File: src/rtl/dmem_arbiter.sv
// Arbitrates one shared data-memory port between the pipeline MEM stage (P) and a
// debug/loader port (D). Every access runs IDLE -> ACCESS -> DONE, and D cannot be starved forever.
module dmem_arbiter #(
   parameter int STARVE_MAX = 4
) (
   input  logic        clk,
   input  logic        rst_n,
   input  logic        p_req,
   input  logic        p_wr,
   input  logic [31:0] p_addr,
   input  logic [31:0] p_wdata,
   input  logic [1:0]  p_dsize,
   input  logic        d_req,
   input  logic        d_wr,
   input  logic [31:0] d_addr,
   input  logic [31:0] d_wdata,
   input  logic [1:0]  d_dsize,
   output logic        p_stall,
   output logic        p_done,
   output logic        d_done,
   output logic [31:0] p_rdata,
   output logic [31:0] d_rdata,
   output logic [31:0] m_addr,
   output logic [31:0] m_wdata,
   output logic        m_wr,
   output logic [1:0]  m_dsize,
   input  logic [31:0] m_rdata
);

   localparam int CW = $clog2(STARVE_MAX + 1);
   localparam logic [CW-1:0] STARVE_LIM = CW'(STARVE_MAX);
   localparam logic [1:0] DSIZE_BAD = 2'd2;

   typedef enum logic [1:0] {IDLE, ACCESS, DONE} state_t;
   typedef enum logic {OWN_P, OWN_D} owner_t;

   state_t        state, state_nxt;
   owner_t        owner;
   logic          lat_wr;
   logic [31:0]   lat_addr, lat_wdata;
   logic [1:0]    lat_dsize;
   logic [CW-1:0] starve_cnt;
   logic          start, grant_d;
   logic [31:0]   rdata_cap;

   // Under contention P wins until it has taken STARVE_MAX grants in a row.
   assign start     = (state == IDLE) && (p_req || d_req);
   assign grant_d   = d_req && (!p_req || (starve_cnt == STARVE_LIM));
   assign rdata_cap = (lat_dsize == DSIZE_BAD) ? 32'd0 : m_rdata;
   assign p_stall   = p_req && !p_done;

   // NOTE: sequential state uses non-blocking assignments so every register sees the pre-edge values.
   always_ff @(posedge clk or negedge rst_n) begin
      if (!rst_n) state <= IDLE;
      else        state <= state_nxt;
   end

   // NOTE: every output of this block gets a default first, so no path can infer a latch.
   always_comb begin
      state_nxt = state;
      m_addr    = '0;
      m_wdata   = '0;
      m_dsize   = '0;
      m_wr      = 1'b0;
      p_done    = 1'b0;
      d_done    = 1'b0;
      case (state)
         IDLE: if (p_req || d_req) state_nxt = ACCESS;
         ACCESS: begin
            state_nxt = DONE;
            m_addr    = lat_addr;
            m_wdata   = lat_wdata;
            m_dsize   = lat_dsize;
            m_wr      = lat_wr && (lat_dsize != DSIZE_BAD);
         end
         DONE: begin
            state_nxt = IDLE;
            p_done    = (owner == OWN_P);
            d_done    = (owner == OWN_D);
         end
         default: state_nxt = IDLE;
      endcase
   end

   // NOTE: these are plain registers, not a memory array, so all of them take the async reset.
   always_ff @(posedge clk or negedge rst_n) begin
      if (!rst_n) begin
         owner      <= OWN_P;
         lat_wr     <= 1'b0;
         lat_addr   <= '0;
         lat_wdata  <= '0;
         lat_dsize  <= '0;
         starve_cnt <= '0;
      end else if (start) begin
         owner     <= grant_d ? OWN_D : OWN_P;
         lat_wr    <= grant_d ? d_wr : p_wr;
         lat_addr  <= grant_d ? d_addr : p_addr;
         lat_wdata <= grant_d ? d_wdata : p_wdata;
         lat_dsize <= grant_d ? d_dsize : p_dsize;
         if (grant_d)
            starve_cnt <= '0;
         else if (d_req && (starve_cnt != STARVE_LIM))
            starve_cnt <= starve_cnt + CW'(1);
      end
   end

   always_ff @(posedge clk or negedge rst_n) begin
      if (!rst_n) begin
         p_rdata <= '0;
         d_rdata <= '0;
      end else if ((state == ACCESS) && !lat_wr) begin
         if (owner == OWN_P) p_rdata <= rdata_cap;
         else                d_rdata <= rdata_cap;
      end
   end

endmodule

File: config.mk
export PLATFORM = sky130hd
export DESIGN_NAME = dmem_arbiter
export DESIGN_NICKNAME = d
export VERILOG_FILES = /design/src/rtl/dmem_arbiter.sv
export SDC_FILE = /design/constraint.sdc
export NUM_CORES = 1
export LEC_CHECK = 0
export ABC_AREA = 1
export CAP_MARGIN = 20
export CORE_MARGIN = 5
export CORE_UTILIZATION = 30
export CTS_CLUSTER_DIAMETER = 50
export CTS_CLUSTER_SIZE = 24
export DETAILED_ROUTE_END_ITERATION = 8
export GPL_ROUTABILITY_DRIVEN = 0
export HOLD_SLACK_MARGIN = 0.12
export PLACE_DENSITY_LB_ADDON = 0.3
export SLEW_MARGIN = 10
export SYNTH_ARGS = -nofsm -noshare
export SYNTH_HDL_FRONTEND = slang
export SYNTH_SLANG_ARGS = --single-unit
export TNS_END_PERCENT = 30
File: constraint.sdc
create_clock -name clk -period 4.2 [get_ports clk]
set_input_delay 1.26 -clock clk [delete_from_list [all_inputs] [get_ports clk]]
set_output_delay 1.26 -clock clk [all_outputs]
set_load 0.01 [all_outputs]
* Word-level counts from Yosys, hierarchy flattened
Index checks and enable logic that the tools add are counted.
** Operators by class
- Add/subtract/negate cells :: 1
- Multiplexer cells :: 16
- Bitwise gates (word level) :: 1
- Reduce and logical (&&, ||, !) cells :: 16
- Eq/ne operators :: 7
** Operator list (number)
- two-way mux 32 bit :: 5
- logical AND 1 bit :: 6
- two-way mux 2 bit :: 3
- two-way mux 3 bit :: 2
- AND reduction 2 bit :: 3
- two-way mux 1 bit :: 5
- equality test 2 bit (second input constant) :: 2
- one-hot mux 2 bit (2 select lines) :: 1
- adder 3 x 1 -> 3 bit (second input constant) :: 1
- equality test 3 bit (second input constant) :: 1
- logical NOT 1 bit :: 3
- inequality test 3 bit (second input constant) :: 1
- equality test 2 x 1 -> 1 bit (second input constant) :: 1
- logical NOT 2 bit :: 1
- logical OR 1 bit :: 2
- inequality test 2 x 1 -> 1 bit (second input constant) :: 1
- inequality test 2 bit (second input constant) :: 1
- nonzero test 2 bit :: 1
- inverter 1 bit :: 1
** Storage, ports and cells
- Input bits :: 170
- Output and inout bits :: 134
- Register bits after elaboration :: 137
- Logic and storage cells :: 50

* Longest topological paths before layout
- Depth in word-level cells :: 5
- Gate-level depth with buffers :: 9
- Gate-level depth less buffers :: 8

* Least setup slack after synthesis
Ideal clock, no wire load.
- Path kind :: input to output
- From :: input port p_req
- To :: output port p_stall
- Buffers on the path :: 0
- Required time :: 2940 ps
- Data arrival time :: 1409 ps
- Stages :: 2
- Path slack :: 1531 ps
- Cells stage by stage :: o21ai_0 -> inv_1
** Between the ends
- Cells in the longest elaborated chain, start to end :: 1
** RTL lines
- from (decl) :: line 8 : input logic p_req,
- logical AND 1 bit :: line 50 : assign p_stall = p_req && !p_done;
- to (decl) :: line 18 : output logic p_stall,
Every way passes these cells.

* Worst setup path in the final report
Same ends and word-level chain as after synthesis.

==> out/qor.yml <==
worst_hold_path:
  min_path_type: "reg2reg"
yosys:
  synthCells: 1090
  synth_compound_area_frac: 0.04686
  synth_edf_count: 0
  syn-mean-instance-area_um2: 6.761
  synthXorXnorAreaFrac: 0.001188
  yosys_warnings: 0
  post-synth-top-count-cell: "inv_1"
  yosys_register_bits: 137
  seq_area_frac_synth: 0.4652
  netlist_top_cells_area: "dfrtp_1 47%, inv_1 15%, nand2_1 14%, nand3_1 9.3%, nor2_1 5.3%"
  synthSimpleGateAreaFrac: 0.2908
  synth_top_family_by_area: "simple AND/OR/NAND/NOR gates"
  synth_top_area_frac: 0.4652
  synth_nets: 1262
  synth_cell_types: 18
  synthTopCellsByCount: "302 x inv_1, 274 x nand2_1, 137 x dfrtp_1, 137 x nand3_1, 104 x nor2_1"
  synth_fa_ha_area_frac: 0.003396
  synth_area_um2: 7370
  ys.flop_type: "dfrtp_1"
  synth.area.mux_share: 0
  async_reset_ff_frac: 1.000
  yosysTopAreaCell: "dfrtp_1"
die:
  rows: 57
  ios: 304
  initial_utilization: 0.3039
  die_area_um2: 27800
  die_h_um: 166.7
  core_um2: 24250
  die_x_um: 166.7
placement:
  place_inst: 1671
  io_buffers: 303
  place_ws_ns: 0.4405
  dp_hpwl_mm: 16.54
global_routing:
  grt_max_degree: 69
  grtUsageMet3: 0.05617
  grt_pass1_wl_mm: 38.21
  antenna_found_initial: 0
  busiest_layer: "met2"
  grt.total_usage: 0.1676
  grt_pass1_vias: 7231
  grt_overflow: 0
  grtUsageMet2: 0.2668
  use_met1: 0.2180
final_layout:
  n_fill_cell: 2483
  nNetsFinal: 1538
  final_cell_count_no_fill: 1703
  antenna_cells: 0
  drive_gt1_frac: 0.03988
  syn_to_final_growth_pct: 52.85
outcome:
  status: "finished clean"
sta:
  fin_crit_sh: 0.8937
  setup_ws_ns: 0.4464
  relSlewSlack: 0.4864
  tns_ns: 0
  achievable-frequency_mhz: 266.4
  fin_crit_ns: 3.754
  hold_viol_final: 0
  worst_slew_pin_slew_ns: 0.7705
  finalSetupViolCount: 0
  final_max_slew_viol_count: 0
  rsz0062_at_grt: "false"
  fin_worst_skew_ns: 0.01091
clocking:
  postCtsHoldBufs: 0
  cts_made_buffers: 17
  cts-root-buf: "clkbuf_16"
  htreeDepth: 4
  cts.sinks: 137
  cts_setup_buffers: 0
  post_cts_resized: 0
  clockBufferDepth: 2
  cts_tree: "built"
  clk_pin_slew_ns: 0.06
  clk-insertion-delay-late_ns: 0.41
detailed_routing:
  routed_wl_mm: 23.44
  vias: 7231
  first_iter_violations: 432
  wl_per_cell_um: 13.77
  antenna_left: 0
  dr.pass1.iters: 4
  vias_per_cell: 4.246
  drc: 0
critical_path:
  crit_required_ns: 2.94
  path_cells: "clkdlybuf4s50_1, o21ai_0, inv_1, clkdlybuf4s50_1"
  worstSetupPathType: "in2out"
  critical_path_buf_inv_count: 3
  end_kind: "output port"
  cp_common_cell: "clkdlybuf4s50_1"
  cp_slowest_cell: "clkdlybuf4s50_1"
  worstSetupStartpointType: "input pin"
  cp_max_fo: 3
  critical-path-max-stage-delay_ns: 0.53
  cp_top_family: "buffers and inverters"
  arrival_ns: 2.49
run:
  cap_violations: 0
power:
  switching_share: 0.3866
  p_switching_w: 0.002778
  clkPwrFrac: 0.213
  ir_drop_mv: 0.5174
  pwr-share-comb: 0.464
  total_power_w: 0.007186
  p_leak_nw: 5.892
  seq_power_share: 0.323
  power_density_nw_per_um2: 637.9
  power.internal_w: 0.004408
-- worst min-delay path: stages, from the launching register on --
cell	delay, ns
dfrtp_1	0.34
nand2_1	0.05
nand2_1	0.05
-- cell families after synthesis --
group / after synthesis
adder cells (fa/ha/maj): 2
flip-flops: 137
AND/OR/NAND/NOR: 518
buffers and inverters: 363
XOR/XNOR: 1
AO/OA/AOI/OAI: 69
-- metal layers --
| metal | wire length (µm) | up-vias | share of wire |
|---|---|---|---|
| li1 | - | 3699 | - |
| met4 | 425 | 0 | 0.018 |
| met2 | 10440 | 261 | 0.45 |
| met5 | 0 | - | 0 |
| met3 | 2082 | 25 | 0.089 |
| met1 | 10500 | 3246 | 0.45 |
-- state kept, by name, summed over array words and instances (netlist names) --
name        flops
d_rdata        32
lat_addr       32
lat_dsize       2
lat_wdata      32
lat_wr          1
owner           1
p_rdata        32
starve_cnt      3
state           2
-- metrics by stage --
stage	util	hold WS, ns	instance area, µm²
floorplan	-	0.4491	7370
CTS	0.4646	0.4830	11260
detailed placement	0.4401	0.4650	10670
global placement	0.4393	0.4622	10650
global route	0.4646	0.4977	11260
finish	0.4646	0.4779	11260
-- power groups by stage --
stage / Sequential (W) / Clock [W] / Combinational (W)
2_1_floorplan: 0.00242 / 0 / 0.00157
3_3_place_gp: 0.00233 / 0 / 0.00334
3_5_place_dp: 0.00234 / 0 / 0.00339
4_1_cts: 0.00233 / 0.00158 / 0.00341
5_1_grt: 0.00241 / 0.00163 / 0.00373
6_report: 0.00232 / 0.00153 / 0.00333
-- cell type report --
class                      count  area, µm²  share of cell area
multi-input combinational    590       2537              0.2253
inverter                     305       1145              0.1016
tap                          324      405.4             0.03599
clock inverter                14      162.7             0.01444
clock buffer                  18      429.2             0.03810
timing repair buffer         315       3157              0.2802
sequential                   137       3428              0.3043
-- final timing paths --
check,depth (start not counted),endpoint,slack (ns),start
max,4,p_stall,0.45,p_req
min,2,lat_addr[8],0.48,lat_addr[8]
max reg2reg,9,lat_wdata[17],2.10,starve_cnt[0]
min reg2reg,2,lat_addr[8],0.48,lat_addr[8]
max in group asynchronous,2,lat_addr[25],2.62,rst_n
min in group asynchronous,1,d_rdata[10],0.81,rst_n
-- cell usage in the layout (no fill, tap or decap) --
cell type,synthesis,layout
inv_1,302,302
clkdlybuf4s50_1,0,301
nand2_1,274,271
nand3_1,137,137
dfrtp_1,137,137
nor2_1,104,103
o21ai_0,62,62
clkbuf_16,0,17
buf_4,2,9
o21ai_1,7,7
inv_6,0,5
clkinvlp_4,0,4
inv_2,3,3
nand2_2,0,3
buf_12,0,3
nor3_4,2,2
ha_1,2,2
clkinv_4,0,2
bufinv_16,0,2
nor2_2,1,1
nor2_4,0,1
xor2_1,1,1
clkbuf_1,31,1
inv_8,0,1
buf_6,3,1
buf_2,19,1
No activity file was read; power rests on OpenSTA's default activity.
